--- config.mk ---
export PLATFORM = sky130hd
export DESIGN_NAME = bcnn_fc_argmax
export DESIGN_NICKNAME = d
export VERILOG_FILES = /design/src/rtl/bcnn_fc_argmax.sv
export SDC_FILE = /design/constraint.sdc
export NUM_CORES = 1
export LEC_CHECK = 0
export CAP_MARGIN = 20
export CELL_PAD_IN_SITES_DETAIL_PLACEMENT = 0
export CELL_PAD_IN_SITES_GLOBAL_PLACEMENT = 1
export CORE_MARGIN = 2
export CORE_UTILIZATION = 50
export CTS_CLUSTER_DIAMETER = 100
export DETAILED_ROUTE_END_ITERATION = 12
export PLACE_DENSITY_LB_ADDON = 0.05
export SYNTH_ARGS = -nofsm -noshare
export SYNTH_HDL_FRONTEND = slang
export SYNTH_SLANG_ARGS = --single-unit
--- constraint.sdc ---
create_clock -name clk -period 3.9 [get_ports clk]
set_input_delay 0.78 -clock clk [delete_from_list [all_inputs] [get_ports clk]]
set_output_delay 0.78 -clock clk [all_outputs]
set_load 0.02 [all_outputs]
--- src/rtl/bcnn_fc_argmax.sv ---
// bcnn_fc_argmax: binary fully-connected classifier with sequential argmax.
// Consumes one binarized feature bit per accepted cycle. It accumulates one
// XNOR-popcount score per class against a stored weight matrix. After the
// last bit of a frame it scans the class scores one per cycle. It then
// reports the winning class and its score together with a one-cycle done pulse.
// Optional build macro: BCNN_FC_MARGIN_EN adds margin_out (best - second best).
module bcnn_fc_argmax #(
  parameter int NUM_INPUTS  = 121,
  parameter int NUM_CLASSES = 10,
  parameter int ACC_WIDTH   = 7,
  parameter int IDX_WIDTH   = 7,
  parameter int CLS_WIDTH   = 4
) (
  input  logic                   clk,
  input  logic                   reset,
  input  logic                   valid_in,
  input  logic                   bit_in,
  output logic                   in_ready,
  input  logic                   w_wr_en,
  input  logic [IDX_WIDTH-1:0]   w_wr_addr,
  input  logic [NUM_CLASSES-1:0] w_wr_data,
  output logic [CLS_WIDTH-1:0]   class_out,
  output logic [ACC_WIDTH-1:0]   score_out,
  output logic                   done,
  output logic                   drop_err
`ifdef BCNN_FC_MARGIN_EN
  ,
  output logic [ACC_WIDTH-1:0]   margin_out
`endif
);

  localparam logic [IDX_WIDTH-1:0] LAST_IDX   = IDX_WIDTH'(NUM_INPUTS - 1);
  localparam logic [CLS_WIDTH-1:0] LAST_CLS   = CLS_WIDTH'(NUM_CLASSES - 1);
  localparam logic [IDX_WIDTH:0]   NUM_IN_EXT = (IDX_WIDTH + 1)'(NUM_INPUTS);

  typedef enum logic [1:0] {IDLE = 2'd0, ACCUM = 2'd1, ARGMAX = 2'd2, OUT = 2'd3} state_t;

  state_t                 state_reg, state_next;
  logic [IDX_WIDTH-1:0]   idx_reg;
  logic [CLS_WIDTH-1:0]   cls_reg;
  logic [ACC_WIDTH-1:0]   acc_reg [NUM_CLASSES];
  logic [ACC_WIDTH-1:0]   best_score_reg;
  logic [CLS_WIDTH-1:0]   best_cls_reg;
  logic [NUM_CLASSES-1:0] w_mem [NUM_INPUTS];
  logic [NUM_CLASSES-1:0] w_row;
  logic [NUM_CLASSES-1:0] match;
  logic [ACC_WIDTH-1:0]   cand;
  logic                   accept;
  logic                   first_bit;
  logic                   acc_step;
  logic                   frame_end;

  // Weight column read is combinational on the running index. A write to
  // the same address lands at the edge, so the current bit sees the old column.
  assign w_row = w_mem[idx_reg];
  assign match = ~(w_row ^ {NUM_CLASSES{bit_in}});
  assign cand  = acc_reg[cls_reg];

  // Weight memory: column writes, out-of-range addresses dropped, never reset
  always_ff @(posedge clk) begin
    if (w_wr_en && ({1'b0, w_wr_addr} < NUM_IN_EXT)) begin
      w_mem[w_wr_addr] <= w_wr_data;
    end
  end

  // FSM state register
  always_ff @(posedge clk) begin
    if (reset) state_reg <= IDLE;
    else       state_reg <= state_next;
  end

  // FSM next-state logic; a bit accepted in OUT starts the next frame
  always_comb begin
    state_next = state_reg;
    case (state_reg)
      IDLE, OUT: begin
        if (accept) state_next = frame_end ? ARGMAX : ACCUM;
        else        state_next = IDLE;
      end
      ACCUM:   if (frame_end) state_next = ARGMAX;
      ARGMAX:  if (cls_reg == LAST_CLS) state_next = OUT;
      default: state_next = IDLE;
    endcase
  end

  // FSM outputs: handshake and per-cycle datapath strobes
  always_comb begin
    in_ready  = (state_reg != ARGMAX);
    accept    = valid_in && in_ready;
    first_bit = accept && ((state_reg == IDLE) || (state_reg == OUT));
    acc_step  = accept && (state_reg == ACCUM);
    frame_end = (acc_step && (idx_reg == LAST_IDX)) || (first_bit && (NUM_INPUTS == 1));
  end

  // Input index: returns to 0 after the last bit so the next frame starts at column 0
  always_ff @(posedge clk) begin
    if (reset)          idx_reg <= '0;
    else if (frame_end) idx_reg <= '0;
    else if (accept)    idx_reg <= idx_reg + IDX_WIDTH'(1);
  end

  // Per-class score accumulators, all classes updated in parallel
  for (genvar gi = 0; gi < NUM_CLASSES; gi++) begin : g_acc
    always_ff @(posedge clk) begin
      if (reset)          acc_reg[gi] <= '0;
      else if (first_bit) acc_reg[gi] <= {{(ACC_WIDTH-1){1'b0}}, match[gi]};
      else if (acc_step)  acc_reg[gi] <= acc_reg[gi] + {{(ACC_WIDTH-1){1'b0}}, match[gi]};
    end
  end

  // Sequential argmax: strict greater-than keeps the lowest index on ties
  always_ff @(posedge clk) begin
    if (reset) begin
      cls_reg        <= '0;
      best_score_reg <= '0;
      best_cls_reg   <= '0;
    end else if (state_reg == ARGMAX) begin
      cls_reg <= (cls_reg == LAST_CLS) ? '0 : cls_reg + CLS_WIDTH'(1);
      if (cls_reg == '0) begin
        best_score_reg <= cand;
        best_cls_reg   <= '0;
      end else if (cand > best_score_reg) begin
        best_score_reg <= cand;
        best_cls_reg   <= cls_reg;
      end
    end
  end

`ifdef BCNN_FC_MARGIN_EN
  logic [ACC_WIDTH-1:0] second_reg;

  // Runner-up tracking; a tie with the best falls through and sets second = best
  always_ff @(posedge clk) begin
    if (reset) begin
      second_reg <= '0;
    end else if (state_reg == ARGMAX) begin
      if (cls_reg == '0)               second_reg <= '0;
      else if (cand > best_score_reg)  second_reg <= best_score_reg;
      else if (cand > second_reg)      second_reg <= cand;
    end
  end

  // Margin output, updated together with the result
  always_ff @(posedge clk) begin
    if (reset)                  margin_out <= '0;
    else if (state_reg == OUT)  margin_out <= best_score_reg - second_reg;
  end
`endif

  // Result registers and done pulse, loaded on the OUT cycle
  always_ff @(posedge clk) begin
    if (reset) begin
      class_out <= '0;
      score_out <= '0;
      done      <= 1'b0;
    end else begin
      done <= (state_reg == OUT);
      if (state_reg == OUT) begin
        class_out <= best_cls_reg;
        score_out <= best_score_reg;
      end
    end
  end

  // Sticky flag for bits offered while the scan is running
  always_ff @(posedge clk) begin
    if (reset)                      drop_err <= 1'b0;
    else if (valid_in && !in_ready) drop_err <= 1'b1;
  end

endmodule

After elaboration in Yosys (flattened, before gate mapping) --
Memories as Yosys holds them, arrays and structs flattened. A register that Yosys moved wholly into a read port is not among the register bits. Index checks and enable logic that the tools add are counted.
Word-level totals: register bits 37, memory bits (writable) 1280, input bits 22, output and inout bits 14, logic and storage cells 115, memories 2
Memories:
- w_mem | words 121, bits a word 10, rd ports 1, clocked after memory_dff 1, write ports 1, RTL line 44 | logic [NUM_CLASSES-1:0] w_mem [NUM_INPUTS];
- acc_reg | words 10, bits a word 7, rd ports 11, clocked after memory_dff 1, write ports 10, RTL line 41 | logic [ACC_WIDTH-1:0] acc_reg [NUM_CLASSES];
Operators by class: $add $sub $neg 12, $lt $le $gt $ge 2, equality and inequality tests 8, mux-type cells 45, bitwise gates (word level) 22, reduce and logical (&&, ||, !) cells 15
Operators by type and width (count):
- 7-bit two-way mux | 24
- 7-bit by 1-bit adder with 7-bit output | 10
- 4-bit two-way mux | 5
- 1-bit OR | 20
- 1-bit two-way mux | 11
- 10-bit inverter | 1
- 10-bit bitwise XOR | 1
- 2-bit two-way mux | 4
- 7-bit by 1-bit adder with 7-bit output, second input constant | 1
- 7-bit equality test, second input constant | 1
- 7-bit > comparator | 1
- 7-bit < comparator, second input constant | 1
- 1-bit logical AND | 6
- 2-bit case mux with 3 select lines | 1
- 4-bit by 1-bit adder with 4-bit output, second input constant | 1
- 2-bit equality test, second input constant | 2
- 4-bit equality test, second input constant | 1
- 4-bit zero test | 1
- 2-bit inequality test, second input constant | 2
- 2-bit AND reduction | 2
- 2-bit OR reduction | 2
- 2-bit by 1-bit equality test with 1-bit output, second input constant | 1
- 2-bit zero test | 1
- 2-bit by 1-bit inequality test with 1-bit output, second input constant | 1
- other kinds (3) | 3

Depth between registers and ports, before layout --
word-level depth 8, mapped depth 19, depth with buffers taken out 14

Worst setup path before layout --
No wires, ideal clock.
kind reg2reg, start point register with a tool-made name, end point register best_score_reg[1], library setup time 128 ps, arrival time 3667 ps, data required time 3772 ps, setup slack 106 ps, cell stages (with the launch flop) 16, buffers on the path 2, period minus slack after synthesis 3794 ps, cells stage by stage dfxtp_1 -> buf_1 -> mux4_2 -> nor2b_1 -> a211oi_1 -> a21oi_1 -> ha_1 -> nor2b_1 -> o21a_1 -> o21a_1 -> o21bai_1 -> a21oi_1 -> o21ai_0 -> clkbuf_1 -> mux2i_1 -> nor2_1
RTL lines:
- end signal: assignment | RTL line 120 | best_score_reg <= cand;
- end signal: assignment | RTL line 123 | best_score_reg <= cand;
- end: declaration | RTL line 42 | logic [ACC_WIDTH-1:0] best_score_reg;

==> metrics.txt <==
Primary FF master, synth edfxtp_1; critical path class reg2reg; compound-gate portion of the synthesized area 3.23%; Syn-to-layout area delta 19.2%; worst-margin pin slew ~1.2 ns; Power Total about 35 mW; vias about 29000; Largest register FFs 1210; Port Buffers 35; Post-Route Utilization between 60% and 70%; GP Congestion approximately 0.85; Setup WS post-layout between 0.06 and 0.07 ns; max-slew violation count 0; global-route wire length before repair around 200 mm; Synth Cell Area between 0.05 and 0.06 mm²; largest family of logic cells by synthesized area multiplexers; Critical Path Start Type register; Final Hold Viols 0; number of flops mapped to enable cells by yosys 1280; largest net degree at the start of global routing roughly 120; Post-Syn Instances between 2000 and 3000; Max FO, Critical Path 14; Final setup viols 0; total track usage 26.3%; Post-DRT Antenna Nets 0; Pwr Density ~550 mW/mm²; ratio of cells with drive above 1 in the final layout between 30 and 40%; Worst-path clk slew about 0.060 ns; DRT Pass-1 Iters 8; Ys Warns 0; Peak VDD IR roughly 0.40 mV; total I/O pin count 36; Rel. slew slack about 22%; period utilization 98.4%; Inst Count DP roughly 4400; leakage power total 20.4 nW; Die X-Extent 330 µm; CTS tree done; worst reg-to-reg setup slack 0.06 ns; Period minus WS final ~3.8 ns; Min-Delay Path Class reg2reg; total gr overflow 0; Core Region ~0.11 mm²; CP endpoint acc_reg[6][6]; Seq/Total Area, Yosys 74.2%; Async SR Flop Fraction 0%; post-synthesis adder-cell area fraction less than 1%; TNS Setup 0 ns; WL final between 100 and 150 mm; hold_ws ~0.47 ns; Setup Skew between 0.02 and 0.03 ns; Iter 0 DRT Violations 3544; H-tree depth 4; Worst-Skew Late Latency ~0.75 ns; Highest Clock Rate roughly 0.26 GHz; clk root buf clkbuf_16; placed instance area about 0.057 mm²; syn_area_per_cell ~19 µm²; clk sinks about 1300; full die area 0.109 mm²; initial antenna violation count 5; number of fill cells approximately 7600; maxcap violations 0; CTS Buffer Depth 3; post-DR wirelength/cell 30.1 µm; # rows approximately 120; nets approximately 3300; crit path DAT 4.30 ns; library cells used by synthesis 71; post-route design area 0.0633 mm²; Simple-Gate Fraction of Synth Area 4.37%; Synth Register Bits approximately 1300; worst slack, placed -0.308 ns; Critical Path End Type register; Reg-to-Reg End acc_reg[6][6]; mux cell area share after synthesis between 10 and 15%; Net Count, Synth about 2800; FF-to-FF path depth 15; Final HPWL DP just over 90 mm; fin cells 4717; WP data required roughly 4.4 ns; XOR/XNOR Fraction of Synth Area ~1.1%; Die H ~330 µm; vias in the first global route 28400; outcome finished, final reports clean; vias per cell between 6 and 7; DRC violations left 0; TritonCTS buffer count 142; Initial Utilization between 50% and 60%
-- kinds of logic after synthesis --
group	after synthesis
AO/OA/AOI/OAI	251
adder cells (fa/ha/maj)	32
flip-flops	1328
multiplexers	408
XOR/XNOR	67
AND/OR/NAND/NOR	514
buffers and inverters	159
-- where the power goes --
part	switching [mW]	total (mW)	internal, mW
Combinational	2.85	5.66	2.81
Clock	5.40	13.2	7.82
Sequential	0.248	16.2	16.0
Total	8.50	35.1	26.6
-- Yosys cell counts (35+ instances only) --
cell / n / area, µm²
clkbuf_1: 49 / 184
xnor2_1: 43 / 377
a22oi_1: 53 / 398
edfxtp_1: 1280 / 38400
nand2_1: 95 / 357
mux2i_1: 105 / 1050
nand3_1: 54 / 270
a21oi_1: 61 / 305
dfxtp_1: 48 / 961
buf_2: 35 / 175
mux4_2: 287 / 6460
nor2_1: 243 / 912
-- metal layers --
layer | share of wire, % | global-route usage [%]
met1 | 43 | 38.4
met2 | 47 | 40.7
met3 | 7.5 | 5.59
met4 | 2.2 | 6.87
met5 | 0.027 | 0
-- worst min-delay path by stage --
stage	to	from	slack, ns	cells after the start
finish	best_cls_reg[1]	best_cls_reg[1]	0.47	2
global route	best_cls_reg[1]	best_cls_reg[1]	0.51	2
CTS	best_cls_reg[1]	best_cls_reg[1]	0.48	2
detailed placement	best_cls_reg[1]	best_cls_reg[1]	0.46	2
global placement	best_cls_reg[3]	best_cls_reg[3]	0.45	2
floorplan	best_cls_reg[1]	best_cls_reg[1]	0.44	2
-- cell type report --
type	instances	area, µm²	area share [%]
diodes	2	5.00	0.00791
clock buffers	185	3940	6.22
clock inverters	70	622	0.982
inverters	20	75.1	0.119
multi-input cells	1272	13200	20.9
flip-flops and latches	1328	39400	62.3
well taps	1391	1740	2.75
repair buffers	449	4290	6.78
-- critical path: stages (launching register included) --
cell and delay (ns):
dfxtp_4 0.36, buf_4 0.18, buf_12 0.17, buf_12 0.14, buf_4 0.16, mux4_2 0.35
o22ai_1 0.14, or4_4 0.58, a221oi_4 0.46, xnor2_2 0.19, ha_2 0.25, ha_4 0.15
nand3_2 0.11, nor2_2 0.13, xnor2_1 0.12, nor2_1 0.05
-- layout by cell type (no fill, tap or decap), drive strengths merged, types with 32 or more instances in the layout --
cell,instances
o21ai,34
ha,32
mux2i,105
a22oi,53
clkbuf,187
nand2,95
mux4,289
dfxtp,48
nand3,54
xnor2,43
a21oi,61
edfxtp,1280
nor2,244
clkinv,53
buf,422
-- what timing repair did --
item / CTS / global route
gates resized for setup: 32 / 91
cloned: 2 / 2
endpoints found under the hold margin: 0 / 0
setup buffers: 10 / 39
setup endpoints to repair: 28 / 34
hold buffers: 0 / 0
pin swaps: 2 / 34
Note: power is estimated with default switching activity, not from simulation.
